$ cat config.mk
export PLATFORM = sky130hd
export DESIGN_NAME = qmux_switch_ctrl_flat
export DESIGN_NICKNAME = d
export VERILOG_FILES = /design/src/rtl/qmux_switch_ctrl_if.sv /design/src/rtl/qmux_switch_ctrl.sv /design/src/flat_wrapper.sv
export SDC_FILE = /design/constraint.sdc
export NUM_CORES = 1
export LEC_CHECK = 0
export CAP_MARGIN = 10
export CORE_MARGIN = 2
export CORE_UTILIZATION = 25
export DETAILED_ROUTE_END_ITERATION = 6
export GPL_TIMING_DRIVEN = 0
export PLACE_DENSITY = 0.56
export SYNTH_ARGS = -nofsm -noshare
export SYNTH_HDL_FRONTEND = slang
export SYNTH_SLANG_ARGS = --single-unit
$ cat constraint.sdc
create_clock -name QCK -period 4.6 [get_ports QCK]
set_input_delay 1.38 -clock QCK [delete_from_list [all_inputs] [get_ports QCK]]
set_output_delay 1.38 -clock QCK [all_outputs]
set_load 0.005 [all_outputs]
$ cat src/rtl/qmux_switch_ctrl_if.sv
// Handshake and control bundle for qmux_switch_ctrl.
// master: drives the enables and select requests, observes mux controls.
// slave : the controller; drives REQ_READY, SELECT, GATE_EN, BUSY, DONE, ERR.
interface qmux_switch_ctrl_if #(
  parameter int SEL_W = 2
);
  logic             SEN;
  logic             DEN;
  logic             DYNEN;
  logic             REQ_VALID;
  logic [SEL_W-1:0] REQ_SEL;
  logic             REQ_READY;
  logic [SEL_W-1:0] SELECT;
  logic             GATE_EN;
  logic             BUSY;
  logic             DONE;
  logic             ERR;

  modport master (
    output SEN, DEN, DYNEN, REQ_VALID, REQ_SEL,
    input  REQ_READY, SELECT, GATE_EN, BUSY, DONE, ERR
  );

  modport slave (
    input  SEN, DEN, DYNEN, REQ_VALID, REQ_SEL,
    output REQ_READY, SELECT, GATE_EN, BUSY, DONE, ERR
  );
endinterface

$ cat src/rtl/qmux_switch_ctrl.sv
// Sequenced select/gate controller for an N-input clock mux.
// Switches use break-before-make: gate off, GAP_CYC dead cycles, select
// update, GAP_CYC settle cycles, gate on.
// Ports:
//   QCK  - control clock (rising edge)
//   QRT  - asynchronous active-high reset
//   bus  - slave side of qmux_switch_ctrl_if (enables, request handshake,
//          registered SELECT/GATE_EN/BUSY/DONE/ERR, combinational REQ_READY)
module qmux_switch_ctrl #(
  parameter int N_SRC     = 4,
  parameter int SEL_W     = $clog2(N_SRC),
  parameter int GAP_CYC   = 3,
  parameter int RESET_SEL = 0
) (
  input logic               QCK,
  input logic               QRT,
  qmux_switch_ctrl_if.slave bus
);

  typedef enum logic [1:0] {S_DIS, S_SET, S_EN, S_DRN} state_t;

  localparam logic [3:0]       CNT_INIT = 4'(GAP_CYC - 1);
  // One extra bit so N_SRC itself is representable when it is a power of two.
  localparam logic [SEL_W:0]   N_LIM    = (SEL_W + 1)'(N_SRC);
  localparam logic [SEL_W-1:0] SEL_RST  = SEL_W'(RESET_SEL);

  state_t           state_q, state_d;
  logic [SEL_W-1:0] sel_q, sel_d;
  logic [SEL_W-1:0] tgt_q, tgt_d;
  logic [3:0]       cnt_q, cnt_d;
  logic             gate_q, gate_d;
  logic             busy_q, busy_d;
  logic             done_q, done_d;
  logic             err_q, err_d;

  logic act, ready, accept, bad;

  always_comb begin
    act    = bus.SEN & ~bus.DEN;
    ready  = bus.DYNEN & ((state_q == S_EN) | (state_q == S_DIS));
    // Deactivation wins over a request on the same edge.
    accept = bus.REQ_VALID & ready & act;
    bad    = {1'b0, bus.REQ_SEL} >= N_LIM;

    state_d = state_q;
    sel_d   = sel_q;
    tgt_d   = tgt_q;
    cnt_d   = cnt_q;
    done_d  = 1'b0;
    err_d   = 1'b0;

    if (!act) begin
      state_d = S_DIS;
      cnt_d   = '0;
      // Gate is already off while draining, so the pending select can land now.
      if (state_q == S_DRN) sel_d = tgt_q;
    end else begin
      if (accept && bad) err_d = 1'b1;
      case (state_q)
        S_DIS: begin
          if (accept && !bad) sel_d = bus.REQ_SEL;
          state_d = S_SET;
          cnt_d   = CNT_INIT;
        end
        S_EN: begin
          if (accept && !bad && (bus.REQ_SEL != sel_q)) begin
            tgt_d   = bus.REQ_SEL;
            state_d = S_DRN;
            cnt_d   = CNT_INIT;
          end
        end
        S_DRN: begin
          if (cnt_q == '0) begin
            sel_d   = tgt_q;
            state_d = S_SET;
            cnt_d   = CNT_INIT;
          end else begin
            cnt_d = cnt_q - 4'd1;
          end
        end
        S_SET: begin
          if (cnt_q == '0) begin
            state_d = S_EN;
            done_d  = 1'b1;
          end else begin
            cnt_d = cnt_q - 4'd1;
          end
        end
        default: state_d = S_DIS;
      endcase
    end

    gate_d = (state_d == S_EN);
    busy_d = (state_d == S_DRN) | (state_d == S_SET);
  end

  always_ff @(posedge QCK or posedge QRT) begin
    if (QRT) begin
      state_q <= S_DIS;
      sel_q   <= SEL_RST;
      tgt_q   <= SEL_RST;
      cnt_q   <= '0;
      gate_q  <= 1'b0;
      busy_q  <= 1'b0;
      done_q  <= 1'b0;
      err_q   <= 1'b0;
    end else begin
      state_q <= state_d;
      sel_q   <= sel_d;
      tgt_q   <= tgt_d;
      cnt_q   <= cnt_d;
      gate_q  <= gate_d;
      busy_q  <= busy_d;
      done_q  <= done_d;
      err_q   <= err_d;
    end
  end

  assign bus.REQ_READY = ready;
  assign bus.SELECT    = sel_q;
  assign bus.GATE_EN   = gate_q;
  assign bus.BUSY      = busy_q;
  assign bus.DONE      = done_q;
  assign bus.ERR       = err_q;

endmodule

$ cat src/flat_wrapper.sv
// flat-port wrapper written by rule: the top's interface ports become plain ports
module qmux_switch_ctrl_flat 
#(
  parameter int N_SRC     = 4,
  parameter int SEL_W     = $clog2(N_SRC),
  parameter int GAP_CYC   = 3,
  parameter int RESET_SEL = 0
)
  (QCK, QRT, bus_SEN, bus_DEN, bus_DYNEN, bus_REQ_VALID, bus_REQ_SEL, bus_REQ_READY, bus_SELECT, bus_GATE_EN, bus_BUSY, bus_DONE, bus_ERR);
  qmux_switch_ctrl_if #(.SEL_W(SEL_W)) bus_i ();
  input logic QCK;
  input logic QRT;
  input wire logic [$bits(bus_i.SEN)-1:0] bus_SEN;
  input wire logic [$bits(bus_i.DEN)-1:0] bus_DEN;
  input wire logic [$bits(bus_i.DYNEN)-1:0] bus_DYNEN;
  input wire logic [$bits(bus_i.REQ_VALID)-1:0] bus_REQ_VALID;
  input wire logic [$bits(bus_i.REQ_SEL)-1:0] bus_REQ_SEL;
  output wire logic [$bits(bus_i.REQ_READY)-1:0] bus_REQ_READY;
  output wire logic [$bits(bus_i.SELECT)-1:0] bus_SELECT;
  output wire logic [$bits(bus_i.GATE_EN)-1:0] bus_GATE_EN;
  output wire logic [$bits(bus_i.BUSY)-1:0] bus_BUSY;
  output wire logic [$bits(bus_i.DONE)-1:0] bus_DONE;
  output wire logic [$bits(bus_i.ERR)-1:0] bus_ERR;
  assign bus_i.SEN = bus_SEN;
  assign bus_i.DEN = bus_DEN;
  assign bus_i.DYNEN = bus_DYNEN;
  assign bus_i.REQ_VALID = bus_REQ_VALID;
  assign bus_i.REQ_SEL = bus_REQ_SEL;
  assign bus_REQ_READY = bus_i.REQ_READY;
  assign bus_SELECT = bus_i.SELECT;
  assign bus_GATE_EN = bus_i.GATE_EN;
  assign bus_BUSY = bus_i.BUSY;
  assign bus_DONE = bus_i.DONE;
  assign bus_ERR = bus_i.ERR;
  qmux_switch_ctrl #(.N_SRC(N_SRC), .SEL_W(SEL_W), .GAP_CYC(GAP_CYC), .RESET_SEL(RESET_SEL)) u_core (.QCK(QCK), .QRT(QRT), .bus(bus_i));
endmodule
==> results by group, run 1 <==
Floorplanning
  • Rows: 20
  • Starting Density: 25.9%
  • Die height: 60.0 um
  • Io pins: 15
  • Area of the core: 3030 um^2
  • Die width: 60.0 um
  • Die area: 3600 um^2

Clock network
  • CTS Buffer Depth: 2
  • Setup bufs post-CTS: 0
  • Hold_buf cts: 0
  • CTS tree: done
  • Clock transition at path regs: 0.07 ns
  • Clock Latency Late Sink: 0.27 ns
  • Root buf cell: clkbuf_4
  • CTS buffer count: 3
  • Max H-tree Level: 1
  • CTS resizes: 0
  • Clock sinks: 12

Setup path
  • Crit start category: input pin
  • WP data required: 3.22 ns
  • Crit path arrival time: 2.47 ns
  • WS Path Type: input pin to output port
  • Crit end category: output port
  • CP max FO: 2

STA
  • Final hold violation count: 0
  • Tcrit/Tclk final: 83.7%
  • Final worst slack: 0.750 ns
  • RSZ-0062 raised after global routing: no
  • Final Max Slew Viols: 0
  • Post-route minimum period: 3.85 ns
  • Setup tns final: 0 ns
  • Setup-failing EPs final: 0
  • Relative max-transition margin: 65.5%
  • F_max: 0.260 GHz
  • Slew @ Worst Pin: 0.511 ns
  • Worst setup skew after layout: 0.00388 ns

Routing
  • WL per Instance: 12.1 um
  • Vias: 626
  • DRC: 0
  • Detail Route Antenna Nets: 0
  • Number of vias per cell: 4.54
  • Drt pass-1 iters: 4
  • WL final: 1670 um
  • 1st-iter DRT viols: 9

Hold path
  • Hold Path Class: register to register

Place
  • HPWL after DPL: 1280 um
  • Buffers on Ports: 13
  • Setup WS pre-CTS: 0.751 ns
  • Placer Congestion: 0.785
  • Post-place instance area: 968 um^2

Final layout
  • Final net count: 111
  • Layout Cell Area excl Fill: 991 um^2
  • Layout cells sized above 1: 13.8%
  • Fillers: 327
  • Ant. Diodes: 0
  • Area grow syn2layout: 26.5%
  • Area taken by multi-input logic gates: 449 um^2
  • Storage cell area: 300 um^2

Global routing
  • Met3 usage: 4.55%
  • GR met1 Demand/Resource: 14.6%
  • First-pass GRT wire length: 2960 um
  • Vias in the first global route: 665
  • Initial antenna violation count: 0
  • Global route overflow: 0
  • Most Crowded Layer GR: met2
  • Global-route usage over all layers: 11.0%
  • Pin count of the biggest net entering global routing: 13
  • Met2 usage: 16.1%

Power and ir drop
  • Peak VDD IR: 0.000160 V
  • Power density over the cells: 230 nW/um^2
  • Leak Pwr: 0.000431 uW

Yosys
  • Post-Synthesis Cell Area: 783 um^2
  • Post-synth cell types: 32
  • Synthesized net count: 93
  • Post-Synthesis Cells: 78
  • Synth warn: 0
  • Seq/Total Area, Yosys: 38.3%
  • Syn avg cell area: 10.0 um^2
  • Yosys reg bits: 12

Flow run
  • Maxcap violations: 0

Status
  • Status: finished, final reports clean
flip-flops by register name, indices dropped and copies added (netlist names):
register            count
u_core.bus.DONE         1
u_core.tgt_q            2
u_core.bus.BUSY         1
u_core.bus.SELECT       2
u_core.bus.GATE_EN      1
u_core.cnt_q            4
u_core.state_q          1
power by group:
group	leakage (uW)	switching, uW	internal (uW)	total, uW
Clock	0.0000138	34.6	30.3	64.9
Combinational	0.000253	22.2	26.9	49.1
Sequential	0.000164	3.98	110	114
Total	0.000431	60.7	167	228
stage by stage:
step	utilization (%)	hold slack, ns	total power, uW	instances
global route	32.7	0.519	241	138
global placement	32.0	0.487	164	135
floorplan	-	0.477	144	78
finish	32.7	0.507	228	138
detailed placement	32.0	0.496	165	135
CTS	32.7	0.513	232	138
Yosys cell counts, drive strengths merged:
| cell type | number | area [um^2] |
|---|---|---|
| a211o | 1 | 10.0 |
| a21o | 2 | 15.0 |
| a21oi | 3 | 15.0 |
| a221o | 1 | 10.0 |
| a31oi | 1 | 6.26 |
| a32o | 2 | 20.0 |
| and2b | 1 | 8.76 |
| and3 | 1 | 6.26 |
| and3b | 1 | 8.76 |
| buf | 1 | 7.51 |
| clkbuf | 1 | 3.75 |
| conb | 1 | 3.75 |
| dfrtp | 12 | 300 |
| ha | 7 | 87.6 |
| inv | 6 | 22.5 |
| mux2 | 7 | 78.8 |
| nand2 | 4 | 15.0 |
| nand2b | 1 | 8.76 |
| nor2 | 7 | 26.3 |
| nor2b | 1 | 6.26 |
| nor3 | 2 | 10.0 |
| nor3b | 1 | 7.51 |
| nor4 | 1 | 6.26 |
| o2111ai | 1 | 8.76 |
| o21a | 3 | 22.5 |
| o21ai | 2 | 10.0 |
| o22ai | 2 | 12.5 |
| o311ai | 1 | 8.76 |
| o31ai | 1 | 7.51 |
| or3b | 1 | 11.3 |
| xnor2 | 2 | 17.5 |
kinds of logic after synthesis:
family	Yosys count	share of synthesized area, %
adders and majority gates	7	11.2
buffers and inverters	8	4.31
DFF	12	38.3
AOI/OAI and AO/OA	20	18.7
muxes	7	10.1
xor gates and xnor gates	2	2.24
and+or+nand+nor	21	14.7
other	1	0.479
final timing paths:
path	from	endpoint	slack, ns	depth (start not counted)
max	bus_DYNEN	bus_REQ_READY	0.75	3
min	u_core.tgt_q[0]	u_core.tgt_q[0]	0.51	1
max reg2reg	u_core.cnt_q[0]	u_core.bus.SELECT[1]	2.57	6
min reg2reg	u_core.tgt_q[0]	u_core.tgt_q[0]	0.51	1
max in group asynchronous	QRT	u_core.bus.BUSY	2.85	2
min in group asynchronous	QRT	u_core.cnt_q[3]	1.42	2
per-layer routing:
layer	vias up	part of all wire, %
met5	-	0
met3	4	6.1
met2	20	44
li1	312	-
met4	0	1.3
met1	290	48
cell usage in the layout (no fill, tap or decap), drive strengths merged:
master / synthesis / routed
clkdlybuf4s50: 0 / 13
dfrtp: 12 / 12
nor2: 7 / 7
ha: 7 / 7
mux2: 7 / 7
inv: 6 / 6
nand2: 4 / 4
clkbuf: 1 / 4
a21oi: 3 / 3
o21a: 3 / 3
xnor2: 2 / 2
a21o: 2 / 2
o21ai: 2 / 2
nor3: 2 / 2
o22ai: 2 / 2
a32o: 2 / 2
nor2b: 1 / 1
and3: 1 / 1
nand2b: 1 / 1
or3b: 1 / 1
a221o: 1 / 1
and3b: 1 / 1
a31oi: 1 / 1
nor3b: 1 / 1
a211o: 1 / 1
o311ai: 1 / 1
nor4: 1 / 1
o2111ai: 1 / 1
o31ai: 1 / 1
and2b: 1 / 1
buf: 1 / 1
conb: 1 / 1
cell type report:
cell class	instances	share of cell area (%)
multi-input combinational	58	45.3
sequential	12	30.3
timing repair buffer	13	13.1
tap	44	5.56
clock buffer	3	2.27
inverter	6	2.27
buffer	2	1.14
worst max-delay path, stage by stage:
cell and delay (ns):
clkdlybuf4s50_1 0.48, o21a_1 0.12, clkdlybuf4s50_1 0.49
Note: power is estimated with default switching activity, not from simulation.
==> inputs of run 2 (changes only) <==
==> constraint.sdc (replaced) <==
create_clock -name QCK -period 3.9 [get_ports QCK]
set_input_delay 1.17 -clock QCK [delete_from_list [all_inputs] [get_ports QCK]]
set_output_delay 1.17 -clock QCK [all_outputs]
set_load 0.005 [all_outputs]
==> results of run 2 <==
Same layout as run 1 (identical final DEF). Status: finished, final reports clean.
Among the figures that moved: setup slack after placement 0.751 ns -> 0.471 ns; setup slack after layout 0.750 ns -> 0.470 ns; register-to-register setup slack 2.57 ns -> 1.87 ns; total power 228 uW -> 269 uW; worst IR drop on VDD 0.000160 V -> 0.000189 V
==> inputs of run 3 (changes only) <==
--- a/config.mk
+++ b/config.mk
@@ -6,7 +6,7 @@
 export NUM_CORES = 1
 export LEC_CHECK = 0
 export CAP_MARGIN = 10
-export CORE_MARGIN = 2
+export CORE_MARGIN = 5
 export CORE_UTILIZATION = 25
 export DETAILED_ROUTE_END_ITERATION = 6
 export GPL_TIMING_DRIVEN = 0
==> results by group, run 3 (synthesis gave the netlist of run 1 again) <==
Clock network
  • Hold_buf cts: 0 (unchanged)
  • CTS resizes: 0 (unchanged)
  • Clock Latency Late Sink: 0.28 ns (was 0.27 ns)
  • CTS buffer count: 3 (unchanged)
  • Setup bufs post-CTS: 0 (unchanged)
  • Max H-tree Level: 1 (unchanged)
  • CTS tree: done (unchanged)
  • CTS Buffer Depth: 2 (unchanged)
  • Clock sinks: 12 (unchanged)
  • Root buf cell: clkbuf_4 (unchanged)
  • Clock transition at path regs: 0.08 ns (was 0.07 ns)

Global routing
  • Global route overflow: 0 (unchanged)
  • Most Crowded Layer GR: met2 (unchanged)
  • Met3 usage: 4.08% (was 4.55%)
  • Met2 usage: 13.8% (was 16.1%)
  • Vias in the first global route: 676 (was 665)
  • Global-route usage over all layers: 8.70% (was 11.0%)
  • GR met1 Demand/Resource: 10.2% (was 14.6%)
  • Initial antenna violation count: 0 (unchanged)
  • First-pass GRT wire length: 2920 um (was 2960 um)
  • Pin count of the biggest net entering global routing: 13 (unchanged)

Setup path
  • Reg2Reg Depth: 6 (unchanged)
  • Crit start category: input pin (unchanged)
  • CP max FO: 2 (unchanged)
  • FF-to-FF Start: u_core.cnt_q[0] (unchanged)
  • CP dominant cell by count: clkdlybuf4s50_1 (unchanged)
  • R2r setup slk: 1.89 ns (was 1.87 ns)
  • Crit path buffers/inverters: 2 (unchanged)
  • Crit. Startpoint: bus_DYNEN (unchanged)
  • Critical path depth: 3 (unchanged)
  • Crit-path slowest cell: clkdlybuf4s50_1 (unchanged)
  • R2r endpoint: u_core.bus.SELECT[0] (was u_core.bus.SELECT[1])
  • WP data required: 2.73 ns (about the same)
  • CP endpoint: bus_REQ_READY (unchanged)
  • Largest stage delay, worst path: 0.49 ns (about the same)
  • Crit end category: output port (unchanged)
  • WS Path Type: input pin to output port (unchanged)
  • Crit path cell chain: clkdlybuf4s50_1, o21a_1, clkdlybuf4s50_1 (unchanged)
  • Crit path arrival time: 2.26 ns (about the same)
  • CP top delay family: buffers and inverters (unchanged)

Floorplanning
  • Rows: 20 (unchanged)
  • Die height: 66.0 um (was 60.0 um)
  • Die width: 66.0 um (was 60.0 um)
  • Starting Density: 25.9% (unchanged)
  • Io pins: 15 (unchanged)
  • Area of the core: 3030 um^2 (unchanged)
  • Die area: 4350 um^2 (was 3600 um^2)

Final layout
  • Max reg flops: 4 (unchanged)
  • Storage cell area: 300 um^2 (unchanged)
  • Area grow syn2layout: 28.3% (was 26.5%)
  • Top reg by flops: u_core.cnt_q (unchanged)
  • Commonest non-fill, non-tap cell in the layout: clkdlybuf4s50_1 (unchanged)
  • Most frequent cells in the layout: 13 x clkdlybuf4s50_1, 12 x dfrtp_1, 7 x nor2_1, 7 x ha_1, 6 x inv_1 (unchanged)
  • Ant. Diodes: 0 (unchanged)
  • Layout cells sized above 1: 14.7% (was 13.8%)
  • Fillers: 327 (unchanged)
  • Layout Cell Area excl Fill: 1000 um^2 (was 991 um^2)
  • Final net count: 111 (unchanged)
  • Area taken by multi-input logic gates: 449 um^2 (unchanged)

Power and ir drop
  • Leak Pwr: 0.000438 uW (was 0.000431 uW)
  • Power density over the cells: 292 nW/um^2 (was 271 nW/um^2)
  • Peak VDD IR: 0.000191 V (was 0.000189 V)
  • Final Power: 293 uW (was 269 uW)

STA
  • Worst setup skew after layout: 0.00542 ns (was 0.00388 ns)
  • Final hold violation count: 0 (unchanged)
  • Setup tns final: 0 ns (unchanged)
  • Slew @ Worst Pin: 0.545 ns (was 0.511 ns)
  • Post-route minimum period: 3.43 ns (about the same)
  • RSZ-0062 raised after global routing: no (unchanged)
  • Tcrit/Tclk final: 88.0% (was 87.9%)
  • Final Max Slew Viols: 0 (unchanged)
  • Setup-failing EPs final: 0 (unchanged)
  • Relative max-transition margin: 63.2% (was 65.5%)
  • Final worst slack: 0.466 ns (was 0.470 ns)
  • F_max: 0.291 GHz (was 0.292 GHz)

Routing
  • 1st-iter DRT viols: 16 (was 9)
  • WL per Instance: 12.4 um (was 12.1 um)
  • Number of vias per cell: 4.65 (was 4.54)
  • WL final: 1730 um (was 1670 um)
  • Drt pass-1 iters: 4 (unchanged)
  • Detail Route Antenna Nets: 0 (unchanged)
  • DRC: 0 (unchanged)
  • Vias: 646 (was 626)

Flow run
  • Maxcap violations: 0 (unchanged)

Place
  • Post-place instance area: 968 um^2 (unchanged)
  • Placer Congestion: 0.739 (was 0.785)
  • Buffers on Ports: 13 (unchanged)
  • Setup WS pre-CTS: 0.472 ns (was 0.471 ns)
  • HPWL after DPL: 1360 um (was 1280 um)

Status
  • Status: finished, final reports clean (unchanged)

Hold path
  • Hold Path Class: register to register (unchanged)
==> run 3: stage by stage <==
step / hold slack [ns] / util [%] / std cells
floorplan: 0.477 / - / 78
global placement: 0.487 / 32.0 / 135
detailed placement: 0.496 / 32.0 / 135
CTS: 0.516 / 33.2 / 139
global route: 0.538 / 33.2 / 139
finish: 0.509 / 33.2 / 139
==> run 3: worst min path at each step <==
stage                          from               to  slack (ns)  depth (start not counted)
floorplan           u_core.tgt_q[0]  u_core.tgt_q[0]        0.48                          1
global placement    u_core.tgt_q[0]  u_core.tgt_q[0]        0.49                          1
global route        u_core.tgt_q[1]  u_core.tgt_q[1]        0.54                          1
detailed placement  u_core.tgt_q[1]  u_core.tgt_q[1]        0.50                          1
CTS                 u_core.tgt_q[1]  u_core.tgt_q[1]        0.52                          1
finish              u_core.tgt_q[1]  u_core.tgt_q[1]        0.51                          1
==> run 3: worst register-to-register path: stages (launching register included) <==
cell and delay (ns):
dfrtp_1 0.41, inv_1 0.11, ha_1 0.16, or3b_4 0.41, a221o_1 0.31, a21o_1 0.19, mux2_1 0.32
==> run 3: power breakdown <==
group	internal, uW	total [uW]	leakage [uW]	switching, uW
Combinational	31.8	58.0	0.000253	26.2
Sequential	130	134	0.000164	4.72
Clock	56.8	101	0.0000210	43.7
==> run 3: cell type report <==
class	count	area share, %
plain buffers	2	1.12
multi-input cells	58	44.7
well taps	44	5.48
clock buffers	4	3.61
repair buffers	13	13.0
inverters	6	2.24
flip-flops and latches	12	29.9
==> run 3: routing by layer <==
metal	routed length (um)	share of wire [%]
met1	799	46
met3	148	8.6
met2	774	45
met5	0	0
met4	7	0.40
